===== config.mk =====
export PLATFORM = sky130hd
export DESIGN_NAME = map_arbiter
export DESIGN_NICKNAME = d
export VERILOG_FILES = /design/src/rtl/map_arb_pkg.sv /design/src/rtl/map_arb_starve_ctr.sv /design/src/rtl/map_arbiter.sv
export SDC_FILE = /design/constraint.sdc
export NUM_CORES = 1
export LEC_CHECK = 0
export ABC_AREA = 1
export ABC_CLOCK_PERIOD_IN_PS = 1700
export CORE_MARGIN = 8
export CORE_UTILIZATION = 41
export DETAILED_ROUTE_END_ITERATION = 10
export HOLD_SLACK_MARGIN = 0.02
export PLACE_DENSITY = 0.9
export RECOVER_POWER = 25
export SLEW_MARGIN = 20
export SYNTH_ARGS = -nofsm -noshare
export SYNTH_HDL_FRONTEND = slang
export SYNTH_SLANG_ARGS = --single-unit

===== constraint.sdc =====
create_clock -name clock -period 1.7 [get_ports clock]
set_input_delay 0.17 -clock clock [delete_from_list [all_inputs] [get_ports clock]]
set_output_delay 0.17 -clock clock [all_outputs]
set_load 0.05 [all_outputs]

===== src/rtl/map_arb_pkg.sv =====
// Map RAM arbiter: shared widths, arbitration states
// and read-return owner tags.
package map_arb_pkg;

   localparam int MAP_ADDR_W = 15;
   localparam int MAP_DATA_W = 2;
   localparam int STARVE_W   = 4;

   typedef enum logic [1:0] {
      VID_PRI = 2'd0,
      CPU_PRI = 2'd1,
      FORCE   = 2'd2
   } arb_state_e;

   typedef enum logic [1:0] {
      OWN_NONE = 2'd0,
      OWN_VID  = 2'd1,
      OWN_CPU  = 2'd2
   } owner_e;

endpackage


===== src/rtl/map_arb_starve_ctr.sv =====
// Saturating count of cycles the CPU has waited for a grant.
module map_arb_starve_ctr
   import map_arb_pkg::*;
#(
   parameter logic [STARVE_W-1:0] MAX = 4'd15
) (
   input  logic                clk_i,
   input  logic                rst_ni,
   input  logic                inc_i,
   input  logic                clr_i,
   output logic [STARVE_W-1:0] cnt_o,
   output logic [STARVE_W-1:0] cnt_d_o
);

   logic [STARVE_W-1:0] cnt_q;
   logic [STARVE_W-1:0] cnt_d;

   always_comb begin
      cnt_d = cnt_q;
      if (clr_i) begin
         cnt_d = '0;
      end else if (inc_i && (cnt_q < MAX)) begin
         cnt_d = cnt_q + STARVE_W'(1);
      end
   end

   always_ff @(posedge clk_i or negedge rst_ni) begin
      if (!rst_ni) begin
         cnt_q <= '0;
      end else begin
         cnt_q <= cnt_d;
      end
   end

   assign cnt_o   = cnt_q;
   assign cnt_d_o = cnt_d;

endmodule


===== src/rtl/map_arbiter.sv =====
// Single-port map RAM arbiter between video scan-out
// and CPU, with starvation forcing and in-order read return.
module map_arbiter
   import map_arb_pkg::*;
#(
   parameter int ADDR_W     = MAP_ADDR_W,
   parameter int DATA_W     = MAP_DATA_W,
   parameter int STARVE_MAX = 15
) (
   input  logic              clock,
   input  logic              rst_n,
   input  logic              video_on,
   input  logic              vid_req,
   input  logic [ADDR_W-1:0] vid_addr,
   output logic              vid_gnt,
   output logic [DATA_W-1:0] vid_rdata,
   output logic              vid_rvalid,
   input  logic              cpu_req,
   input  logic              cpu_we,
   input  logic [ADDR_W-1:0] cpu_addr,
   input  logic [DATA_W-1:0] cpu_wdata,
   output logic              cpu_gnt,
   output logic [DATA_W-1:0] cpu_rdata,
   output logic              cpu_rvalid,
   output logic              ram_en,
   output logic              ram_we,
   output logic [ADDR_W-1:0] ram_addr,
   output logic [DATA_W-1:0] ram_wdata,
   input  logic [DATA_W-1:0] ram_rdata,
   output logic [3:0]        starve_cnt
);

   localparam logic [STARVE_W-1:0] SMAX =
      STARVE_W'(STARVE_MAX);

   arb_state_e          state_q, state_d;
   owner_e              tag1_q, tag1_d, tag2_q;
   logic [STARVE_W-1:0] cnt_d;
   logic                cpu_first;
   logic                ram_en_q, ram_we_q;
   logic [ADDR_W-1:0]   ram_addr_q;
   logic [DATA_W-1:0]   ram_wdata_q;
   logic [DATA_W-1:0]   vid_rdata_q, cpu_rdata_q;

   map_arb_starve_ctr #(
      .MAX (SMAX)
   ) u_starve (
      .clk_i   (clock),
      .rst_ni  (rst_n),
      .inc_i   (cpu_req & ~cpu_gnt),
      .clr_i   (cpu_gnt),
      .cnt_o   (starve_cnt),
      .cnt_d_o (cnt_d)
   );

   // Gated by rst_n so both grants read 0 while in reset.
   assign cpu_first = (state_q != VID_PRI);
   assign vid_gnt = rst_n & vid_req & (~cpu_req | ~cpu_first);
   assign cpu_gnt = rst_n & cpu_req & (~vid_req | cpu_first);

   always_comb begin
      state_d = VID_PRI;
      if (!video_on) begin
         state_d = CPU_PRI;
      end else if (cnt_d == SMAX) begin
         state_d = FORCE;
      end
   end

   always_ff @(posedge clock or negedge rst_n) begin
      if (!rst_n) begin
         state_q <= VID_PRI;
      end else begin
         state_q <= state_d;
      end
   end

   always_comb begin
      unique case (1'b1)
         (cpu_gnt && !cpu_we): tag1_d = OWN_CPU;
         vid_gnt:              tag1_d = OWN_VID;
         default:              tag1_d = OWN_NONE;
      endcase
   end

   always_ff @(posedge clock or negedge rst_n) begin
      if (!rst_n) begin
         tag1_q      <= OWN_NONE;
         tag2_q      <= OWN_NONE;
         ram_en_q    <= 1'b0;
         ram_we_q    <= 1'b0;
         ram_addr_q  <= '0;
         ram_wdata_q <= '0;
         vid_rdata_q <= '0;
         cpu_rdata_q <= '0;
      end else begin
         tag1_q   <= tag1_d;
         tag2_q   <= tag1_q;
         ram_en_q <= vid_gnt | cpu_gnt;
         ram_we_q <= cpu_gnt & cpu_we;
         if (cpu_gnt) begin
            ram_addr_q  <= cpu_addr;
            ram_wdata_q <= cpu_wdata;
         end else if (vid_gnt) begin
            ram_addr_q  <= vid_addr;
            ram_wdata_q <= '0;
         end
         if (vid_rvalid) vid_rdata_q <= ram_rdata;
         if (cpu_rvalid) cpu_rdata_q <= ram_rdata;
      end
   end

   // RAM data lands in the tag2 cycle, so it is passed straight through.
   assign vid_rvalid = (tag2_q == OWN_VID);
   assign cpu_rvalid = (tag2_q == OWN_CPU);
   assign vid_rdata  = vid_rvalid ? ram_rdata : vid_rdata_q;
   assign cpu_rdata  = cpu_rvalid ? ram_rdata : cpu_rdata_q;

   assign ram_en    = ram_en_q;
   assign ram_we    = ram_we_q;
   assign ram_addr  = ram_addr_q;
   assign ram_wdata = ram_wdata_q;

endmodule


==> insert_results.sql, run 1 <==
INSERT INTO impl_metrics (metric_group, metric, value, unit) VALUES
('synthesis', 'synth_top_family_by_area', 'simple AND/OR/NAND/NOR gates', ''),
('routing', 'wl_per_cell', '14.1', 'microns'),
('place', 'buffer_ports.inserted', '70', ''),
('routing', 'postRouteAntennaNets', '0', ''),
('synthesis', 'synth_compound_area_share', '14.5', '%'),
('critical_path', 'crit_chain', 'clkdlybuf4s50_1', ''),
('floorplan', 'top_level_ports', '71', ''),
('global_route', 'globalRouteTotalUtil', '14.1', '%'),
('synthesis', 'synth.mux.area_fraction', '0', '%'),
('min_path', 'min_to', 'tag1_q[0]', ''),
('synthesis', 'distinct_cells_synth', '25', ''),
('global_route', 'maximum_number_of_pins_on_one_net_before_global_route_repair', '30', ''),
('floorplan', 'core-area', '3660', 'sq um'),
('min_path', 'hold_crit_depth', '4', ''),
('critical_path', 'critical-path-top-delay-family', 'buffers and inverters', ''),
('cts', 'cts-buffers-inserted', '5', ''),
('cts', 'cts_root_buffer', 'sky130_fd_sc_hd__clkbuf_8', ''),
('cts', 'tritoncts_num_sinks', '33', ''),
('sta', 'maxSlewViolCount', '0', ''),
('critical_path', 'critPathLaunch', 'ram_addr[0]', ''),
('global_route', 'overflow', '0', ''),
('finish', 'postLayoutCoreUtil', '67.3', '%'),
('critical_path', 'setup.worst_path.start_class', 'register', ''),
('global_route', 'grt_first_pass_wirelength', '6.93', 'mm'),
('sta', 'slew-limit-headroom', '30.0', '%'),
('pwr', 'cellPowerDensity', '1110', 'nW/um^2'),
('critical_path', 'crit-reg2reg-launch', 'u_starve.cnt_o[0]', ''),
('critical_path', 'cp_data_arrival_time', '1.45', 'ns'),
('sta', 'layout_worst_path_cycle_share', '95.1', '%'),
('critical_path', 'crit_buf_inv', '1', ''),
('critical_path', 'critical_path_class', 'register to output pin', ''),
('floorplan', 'dieWidth', '77.6', 'microns'),
('place', 'dp.final_hpwl', '3.29', 'mm'),
('sta', 'worst-slew-pin-transition', '1.05', 'ns'),
('critical_path', 'reg2reg_depth', '9', ''),
('routing', 'vias', '1398', ''),
('pwr', 'leakagePower', '0.00116', 'uW'),
('floorplan', 'die_area', '6020', 'sq um'),
('finish', 'num-fill-cells', '288', ''),
('sta', 'max_freq', '0.618', 'GHz'),
('synthesis', 'yosys.area_share.simple', '22.7', '%'),
('finish', 'finalNetCount', '289', ''),
('critical_path', 'worstPathRequired', '1.53', 'ns'),
('cts', 'clock_tree.buffer_depth', '2', ''),
('critical_path', 'r2r_setup_slack', '0.26', 'ns'),
('finish', 'final_layout_size_suffix_gt1_share', '23.7', '%'),
('synthesis', 'mappedNetlistArea', '1560', 'sq um'),
('routing', 'detail_route.iter0.violations', '71', ''),
('place', 'globalplace.congestion', '0.773', ''),
('cts', 'tritoncts_clock_tree', 'done', ''),
('critical_path', 'crit_path_max_fanout', '2', ''),
('critical_path', 'cpPeakStageDelay', '0.82', 'ns'),
('min_path', 'timing.hold.worst.start', 'rst_n', ''),
('global_route', 'first_global_vias', '1460', ''),
('floorplan', 'die-height', '77.6', 'microns'),
('critical_path', 'rr_endpoint', 'state_q[1]', ''),
('floorplan', 'placement_rows', '22', ''),
('sta', 'setup_viol_count_final', '0', ''),
('synthesis', 'post_synth_inst_count', '168', ''),
('global_route', 'number_of_antenna_violations_at_the_first_check_in_global_routing', '0', ''),
('floorplan', 'initial_util', '42.5', '%'),
('synthesis', 'synth_nets', '209', ''),
('routing', 'wirelength', '4.17', 'mm'),
('finish', 'antenna_cells', '0', ''),
('cts', 'cts.clk_slew.worst_paths', '0.07', 'ns'),
('pwr', 'total_chip_power', '2740', 'uW'),
('min_path', 'min-delay-path-class', 'input port to register', ''),
('routing', 'via_per_inst', '4.71', ''),
('synthesis', 'ys_seq_elements', '33', ''),
('status', 'outcome', 'finished clean', ''),
('cts', 'post-cts-setup-buffer-count', '0', '');
-- placed cells by master, fill, tap and decap left out, drive strengths merged --
cell type	synthesis	routed
a21o	1	1
ha	1	1
a21oi	3	3
clkinv	1	2
clkbuf	0	10
dfrtp	33	33
dlygate4sd3	0	3
nand3	7	7
nor2	7	7
nand3b	2	2
o21ai	34	34
clkdlybuf4s50	0	46
buf	7	28
inv	15	15
nand4	2	2
nand2	40	40
or2	15	15
-- area by class of cell --
class | instances | area (sq um) | area share (%)
Sequential cell | 33 | 826 | 33.5
Multi-Input combinational cell | 112 | 602 | 24.4
Clock inverter | 1 | 5.00 | 0.203
Tap cell | 48 | 60.1 | 2.44
Inverter | 16 | 63.8 | 2.59
Timing Repair Buffer | 80 | 812 | 32.9
Clock buffer | 7 | 96.3 | 3.91
-- report_power, final --
part | total (uW) | leakage, uW | switching, uW | internal (uW)
sequential | 989 | 0.000413 | 84.1 | 905
clock | 639 | 0.0000542 | 274 | 366
combinational | 1120 | 0.000696 | 693 | 423
total | 2740 | 0.00116 | 1050 | 1690
-- how the worst max path moves through the flow --
stage / to / slack [ns] / depth (start not counted)
3_5_place_dp: state_q[1] / 0.06 / 9
2_1_floorplan: cpu_rdata_q[0] / -0.20 / 3
6_report: ram_addr[0] / 0.08 / 1
5_1_grt: cpu_rdata[0] / 0.01 / 4
4_1_cts: ram_addr[0] / 0.08 / 1
3_3_place_gp: state_q[1] / 0.12 / 10
-- stage by stage --
step	cells	setup WS, ns	hold slack, ns	instance area (sq um)
2_1_floorplan	168	-0.197	-0.126	1570
3_3_place_gp	287	0.123	0.167	2350
3_5_place_dp	287	0.0603	0.170	2350
4_1_cts	297	0.0771	0.305	2470
5_1_grt	297	0.0147	0.357	2460
6_report	297	0.0830	0.318	2460
-- state kept, by name, summed over array words and instances (netlist names) --
name / cells
cpu_rdata_q: 2
ram_addr: 15
ram_en: 1
ram_wdata: 2
ram_we: 1
state_q: 2
tag1_q: 2
tag2_q: 2
u_starve.cnt_o: 4
vid_rdata_q: 2
-- cell usage after synthesis (all sizes together) --
library cell / instances / area, sq um
buf: 7 / 75.1
clkinv: 1 / 5.00
o21ai: 34 / 200
a21oi: 3 / 18.8
dfrtp: 33 / 826
a21o: 1 / 7.51
nand2: 40 / 160
or2: 15 / 93.8
nand3b: 2 / 15.0
nand4: 2 / 12.5
nand3: 7 / 35.0
inv: 15 / 58.8
nor2: 7 / 36.3
ha: 1 / 12.5
-- layer usage --
layer / track usage, % / vias up / wire length, microns
met2: 24.7 / 49 / 2120
met1: 15.6 / 646 / 1760
met3: 4.84 / 4 / 245
met4: 4.53 / 0 / 50
met5: 0 / - / 0
li1: - / 699 / -
-- timing repair --
action | 4_1_cts | 5_1_grt
endpoints found under the hold margin | 33 | 0
hold buffers | 2 | 0
endpoints found under the setup margin | 0 | 1
resized for setup | 0 | 1
-- logic make-up after synthesis --
family                     after synthesis
and+or+nand+nor                         73
DFF                                     33
AOI/OAI and AO/OA                       38
adders and majority gates                1
buffers and inverters                   23
No activity file was read; power rests on OpenSTA's default activity.
==> inputs of run 2 (changes only) <==
CORE_UTILIZATION = 50   (was 41)
CTS_BUF_LIST = sky130_fd_sc_hd__clkbuf_4 sky130_fd_sc_hd__clkbuf_8   (was not set)
DONT_BUFFER_PORTS = 1   (was not set)
PLACE_DENSITY = 0.76   (was 0.9)
==> run 2 against run 1 <==
Hold slack worse by 0.28 ns. Sequential share of layout area up 12 points. Worst setup slack better by 0.051 ns. Flip-flop and latch count unchanged. Die area down 14%. Clock power down 30%. Combinational power down 47%. Critical path depth up 3. Clock-buffer cell count up 1. Global-route usage up 0.64 points. Core utilization down 7.0 points.
==> insert_results.sql, run 2 (same netlist as run 1, synthesis figures left out) <==
INSERT INTO impl_metrics (metric_group, metric, value, unit) VALUES
('status', 'outcome', 'finished clean', ''),
('sta', 'hold-worst-slack', '0.0370', 'ns'),
('job', 'max_cap_violations', '0', ''),
('floorplan', 'dieWidth', '71.8', 'microns'),
('routing', 'postRouteAntennaNets', '0', ''),
('critical_path', 'critical_path_class', 'register to output pin', ''),
('cts', 'clock_tree.buffer_depth', '2', ''),
('cts', 'tritoncts_clock_tree', 'done', ''),
('min_path', 'hold_crit_depth', '2', ''),
('sta', 'clock_skew', '0.00974', 'ns'),
('sta', 'worst-slew-pin-transition', '0.781', 'ns'),
('min_path', 'min-delay-path-class', 'input port to register', ''),
('finish', 'most_common_cell_after_layout_fill_and_taps_aside', 'sky130_fd_sc_hd__nand2_1', ''),
('finish', 'antenna_cells', '0', ''),
('critical_path', 'reg2reg_depth', '8', ''),
('sta', 'min_period', '1.57', 'ns'),
('routing', 'firstDrtPassIters', '4', ''),
('place', 'buffer_ports.inserted', '0', ''),
('global_route', 'grt_first_pass_wirelength', '5.98', 'mm'),
('place', 'globalplace.congestion', '0.749', ''),
('routing', 'wirelength', '3.68', 'mm'),
('global_route', 'globalRouteTotalUtil', '14.7', '%'),
('cts', 'htreeDepth', '2', ''),
('sta', 'slew-limit-headroom', '47.9', '%'),
('sta', 'timing_hold_violations_final', '0', ''),
('sta', 'layout_worst_path_cycle_share', '92.1', '%'),
('critical_path', 'crit_path_max_fanout', '3', ''),
('sta', 'setup_viol_count_final', '0', ''),
('floorplan', 'initial_util', '51.8', '%'),
('critical_path', 'cp_data_arrival_time', '1.40', 'ns'),
('finish', 'final_layout_size_suffix_gt1_share', '23.4', '%'),
('finish', 'finalNetCount', '232', ''),
('cts', 'tritoncts_num_sinks', '33', ''),
('finish', 'largest_register_ff_count', '15', ''),
('global_route', 'overflow', '0', ''),
('place', 'dp.final_hpwl', '2.68', 'mm'),
('routing', 'detail_route.drc_violations', '0', ''),
('routing', 'wl_per_cell', '16.3', 'microns'),
('global_route', 'maximum_number_of_pins_on_one_net_before_global_route_repair', '34', ''),
('floorplan', 'die-height', '71.8', 'microns'),
('cts', 'cts_root_buffer', 'sky130_fd_sc_hd__clkbuf_4', ''),
('pwr', 'cellPowerDensity', '1260', 'nW/um^2'),
('global_route', 'first_global_vias', '1238', ''),
('floorplan', 'top_level_ports', '71', ''),
('place', 'dp_worst_setup_slack', '0.288', 'ns'),
('finish', 'final_cell_mix', 'sky130_fd_sc_hd__nand2_1, sky130_fd_sc_hd__dfrtp_1, sky130_fd_sc_hd__inv_1, sky130_fd_sc_hd__o21ai_1, sky130_fd_sc_hd__o21ai_0', ''),
('cts', 'cts.clk_slew.worst_paths', '0.10', 'ns'),
('floorplan', 'placement_rows', '20', ''),
('sta', 'max_freq', '0.638', 'GHz'),
('critical_path', 'setup.worst_path.start_class', 'register', ''),
('routing', 'via_per_inst', '5.20', ''),
('routing', 'vias', '1169', ''),
('floorplan', 'core-area', '3000', 'sq um'),
('sta', 'setup_tns', '0', 'ns'),
('pwr', 'leakagePower', '0.000895', 'uW'),
('finish', 'num-fill-cells', '269', ''),
('finish', 'non_filler_instance_count_after_layout', '225', ''),
('sta', 'grt_setup_unrepaired', 'no', ''),
('floorplan', 'die_area', '5150', 'sq um'),
('cts', 'cts-buffers-inserted', '5', ''),
('critical_path', 'endpoint_kind', 'output pin', ''),
('routing', 'detail_route.iter0.violations', '66', ''),
('cts', 'clkLatencyLatePin', '0.32', 'ns'),
('pwr', 'irDropWorstVdd', '0.000585', 'V'),
('sta', 'maxSlewViolCount', '0', ''),
('sta', 'layout_setup_ws', '0.133', 'ns'),
('critical_path', 'worstPathRequired', '1.53', 'ns'),
('global_route', 'number_of_antenna_violations_at_the_first_check_in_global_routing', '0', ''),
('finish', 'synthToLayoutAreaGrowth', '16.3', '%'),
('place', 'placedCellCount', '206', '');
==> run 2: what timing repair did <==
action / CTS / global route
hold buffers: 11 / 0
buffers inserted: 0 / 0
gates resized for setup: 0 / 0
endpoints found under the hold margin: 43 / 0
==> run 2: path summary, 6_finish.rpt <==
| check | startpoint | to | slack, ns |
|---|---|---|---|
| hold reg to reg | tag1_q[1] | tag2_q[1] | 0.35 |
| setup / recovery | state_q[1] | vid_gnt | 0.13 |
| max in group asynchronous | rst_n | ram_wdata[1] | 0.57 |
| hold / removal | vid_addr[9] | ram_addr[9] | 0.04 |
| min in group asynchronous | rst_n | u_starve.cnt_o[2] | 0.64 |
| setup reg to reg | state_q[1] | ram_addr[5] | 0.26 |
==> run 2: power breakdown <==
part | switching, uW | internal, uW
clock | 237 | 213
sequential | 334 | 899
combinational | 397 | 196
total | 968 | 1310
==> run 2: critical path, stage by stage, from the launching register on <==
cell	delay [ns]
sky130_fd_sc_hd__dfrtp_1	0.39
sky130_fd_sc_hd__nor2_2	0.11
sky130_fd_sc_hd__nand2_2	0.09
sky130_fd_sc_hd__a21oi_2	0.23
sky130_fd_sc_hd__buf_4	0.24
==> run 2: metrics by stage <==
step | cell area (sq um) | total power (uW) | utilization [%]
2_1_floorplan | 1570 | 1660 | -
3_3_place_gp | 1640 | 1780 | 54.5
3_5_place_dp | 1640 | 1810 | 54.5
4_1_cts | 1830 | 2310 | 60.8
5_1_grt | 1810 | 2400 | 60.3
6_report | 1810 | 2280 | 60.3
==> run 2: final cells by class <==
type	count	area, sq um	area share, %
well taps	33	41.3	2.28
repair buffers	23	218	12.0
multi-input cells	112	602	33.2
inverters	16	63.8	3.52
clock buffers	8	60.1	3.32
flip-flops and latches	33	826	45.6
==> run 2: per-layer routing <==
layer	GRT usage, %	wire length (microns)
met5	0	0
met4	4.08	36
met3	7.81	333
met2	26.1	1920
met1	14.6	1390
==> inputs of run 3 (changes only) <==
SETUP_SLACK_MARGIN = 0.1   (was not set)
==> run 3 against run 2 <==
Final cell count is the same. First-iteration DRC count shrank 33%. Clock skew shrank 0.0048 ns. Final area grew 2.1%. Die area is the same. Global-route usage shrank 0.28 points. Clock power is essentially flat. Non-clock buffer count grew 1. Flip-flop and latch count is the same. Sequential share of layout area shrank 0.93 points. Largest cell class unchanged.
==> insert_results.sql, run 3 (same netlist as run 1, synthesis figures left out) <==
INSERT INTO impl_metrics (metric_group, metric, value, unit) VALUES
('cts', 'cts.clk_slew.worst_paths', '0.09', 'ns'),
('global_route', 'grt_first_pass_wirelength', '5.87', 'mm'),
('cts', 'tritoncts_clock_tree', 'done', ''),
('critical_path', 'crit_path_max_fanout', '3', ''),
('sta', 'grt_setup_unrepaired', 'no', ''),
('cts', 'clock_tree.buffer_depth', '2', ''),
('critical_path', 'worstPathRequired', '1.53', 'ns'),
('cts', 'post-cts-setup-buffer-count', '0', ''),
('finish', 'num-fill-cells', '248', ''),
('critical_path', 'setup.worst_path.start_class', 'register', ''),
('pwr', 'netSwitchingFraction', '42.6', '%'),
('finish', 'finalNetCount', '233', ''),
('floorplan', 'dieWidth', '71.8', 'microns'),
('finish', 'most_common_cell_after_layout_fill_and_taps_aside', 'sky130_fd_sc_hd__nand2_1', ''),
('finish', 'final_layout_size_suffix_gt1_share', '22.9', '%'),
('sta', 'maxSlewViolCount', '0', ''),
('finish', 'ff_latch_area', '826', 'sq um'),
('routing', 'postRouteAntennaNets', '0', ''),
('sta', 'min_period', '1.50', 'ns'),
('critical_path', 'critical-path-top-delay-family', 'flip-flops', ''),
('sta', 'slew-limit-headroom', '48.2', '%'),
('global_route', 'overflow', '0', ''),
('floorplan', 'top_level_ports', '71', ''),
('routing', 'detail_route.drc_violations', '0', ''),
('critical_path', 'crit_buf_inv', '1', ''),
('place', 'dp.final_hpwl', '2.69', 'mm'),
('sta', 'timing_hold_violations_final', '0', ''),
('job', 'max_cap_violations', '0', ''),
('critical_path', 'timing.critical_path.slowest_stage_cell', 'sky130_fd_sc_hd__dfrtp_1', ''),
('floorplan', 'die-height', '71.8', 'microns'),
('cts', 'cts_root_buffer', 'sky130_fd_sc_hd__clkbuf_4', ''),
('routing', 'wirelength', '3.60', 'mm'),
('sta', 'max_freq', '0.667', 'GHz'),
('floorplan', 'initial_util', '51.8', '%'),
('critical_path', 'crit_chain', 'nor2_2 > nand2_2 > a21oi_4 > buf_4', ''),
('sta', 'setup_viol_count_final', '0', ''),
('critical_path', 'endpoint_kind', 'output pin', ''),
('critical_path', 'cp_data_arrival_time', '1.33', 'ns'),
('finish', 'final_cell_mix', 'sky130_fd_sc_hd__nand2_1, sky130_fd_sc_hd__dfrtp_1, sky130_fd_sc_hd__inv_1, sky130_fd_sc_hd__o21ai_1, sky130_fd_sc_hd__o21ai_0', ''),
('status', 'outcome', 'finished clean', ''),
('global_route', 'maximum_number_of_pins_on_one_net_before_global_route_repair', '34', ''),
('routing', 'wl_per_cell', '16.0', 'microns'),
('finish', 'synthToLayoutAreaGrowth', '18.7', '%'),
('floorplan', 'placement_rows', '20', ''),
('place', 'buffer_ports.inserted', '0', ''),
('routing', 'via_per_inst', '5.33', ''),
('pwr', 'cellPowerDensity', '1240', 'nW/um^2'),
('pwr', 'p_int', '1310', 'uW'),
('pwr', 'leakagePower', '0.000901', 'uW'),
('finish', 'antenna_cells', '0', ''),
('critical_path', 'cpPeakStageDelay', '0.38', 'ns'),
('global_route', 'globalRouteTotalUtil', '14.5', '%'),
('cts', 'htreeDepth', '2', ''),
('pwr', 'power.sequential.fraction', '54.0', '%'),
('pwr', 'comb_power_share', '26.4', '%'),
('place', 'dpl-instance-area', '1650', 'sq um'),
('sta', 'worst-slew-pin-transition', '0.777', 'ns'),
('floorplan', 'die_area', '5150', 'sq um'),
('cts', 'cts-buffers-inserted', '5', ''),
('critical_path', 'critical_path_class', 'register to output pin', ''),
('routing', 'vias', '1200', ''),
('pwr', 'irDropWorstVdd', '0.000720', 'V'),
('sta', 'clock_skew', '0.00492', 'ns'),
('global_route', 'first_global_vias', '1244', ''),
('place', 'globalplace.congestion', '0.762', ''),
('finish', 'postLayoutCoreUtil', '61.5', '%'),
('finish', 'area_of_combinational_cells_with_multiple_inputs', '624', 'sq um'),
('finish', 'largest_register_ff_count', '15', ''),
('global_route', 'number_of_antenna_violations_at_the_first_check_in_global_routing', '0', ''),
('cts', 'clkLatencyLatePin', '0.32', 'ns'),
('min_path', 'min-delay-path-class', 'input port to register', ''),
('sta', 'layout_worst_path_cycle_share', '88.2', '%'),
('pwr', 'power.switching', '974', 'uW'),
('floorplan', 'core-area', '3000', 'sq um'),
('cts', 'tritoncts_num_sinks', '33', ''),
('routing', 'firstDrtPassIters', '4', ''),
('finish', 'final_design_area_no_fill', '1850', 'sq um'),
('routing', 'detail_route.iter0.violations', '44', ''),
('pwr', 'p_clk_share', '19.6', '%');
[run 3: changes by cell type in the layout (fill, tap and decap cells not counted), sizes merged]
cell         delta
buf             -1
clkbuf          -1
dlygate4sd3     +2
[run 3: area by class of cell]
class / count / area share [%]
Clock buffer: 7 / 3.18
Tap cell: 33 / 2.23
Sequential cell: 33 / 44.7
Inverter: 16 / 3.45
Multi-Input combinational cell: 112 / 33.8
Timing Repair Buffer: 24 / 12.7
[run 3: per-stage QoR]
step | setup slack (ns) | std cells | hold WS (ns) | power [uW] | setup TNS [ns]
floorplan | -0.197 | 168 | -0.126 | 1670 | -0.632
global placement | 0.336 | 205 | -0.125 | 1780 | 0
detailed placement | 0.282 | 205 | -0.125 | 1810 | 0
CTS | 0.179 | 223 | 0.0315 | 2300 | 0
global route | 0.102 | 225 | 0.0548 | 2410 | 0
finish | 0.201 | 225 | 0.0596 | 2280 | 0
[run 3: metal layers]
layer  GRT usage, %  up-vias  share of wire, %
met2           24.3       48                51
met3           6.42        7               8.2
met4           7.48        0               2.1
li1               -      586                 -
met1           14.9      559                39
met5              0        -                 0
[run 3: final timing paths]
kind | to | slack [ns] | cells after the start | start
setup / recovery | vid_gnt | 0.20 | 4 | state_q[1]
hold / removal | ram_addr[4] | 0.06 | 2 | vid_addr[4]
setup reg to reg | state_q[1] | 0.26 | 8 | state_q[1]
hold reg to reg | tag2_q[1] | 0.35 | 0 | tag1_q[1]
max in group asynchronous | vid_rdata_q[0] | 0.59 | 3 | rst_n
min in group asynchronous | u_starve.cnt_o[0] | 0.61 | 3 | rst_n
[run 3: timing repair]
action | in CTS | in global routing
resized for setup | 0 | 2
setup endpoints to repair | 0 | 3
hold buffers | 11 | 2
endpoints found under the hold margin | 43 | 2
[run 3: power groups by stage]
stage	sequential, uW	combinational, uW	clock, uW
final	1230	602	448
after global routing	1250	657	503
after CTS	1240	602	463
after detailed placement	1250	557	0
after global placement	1250	531	0
after floorplan	1330	345	0
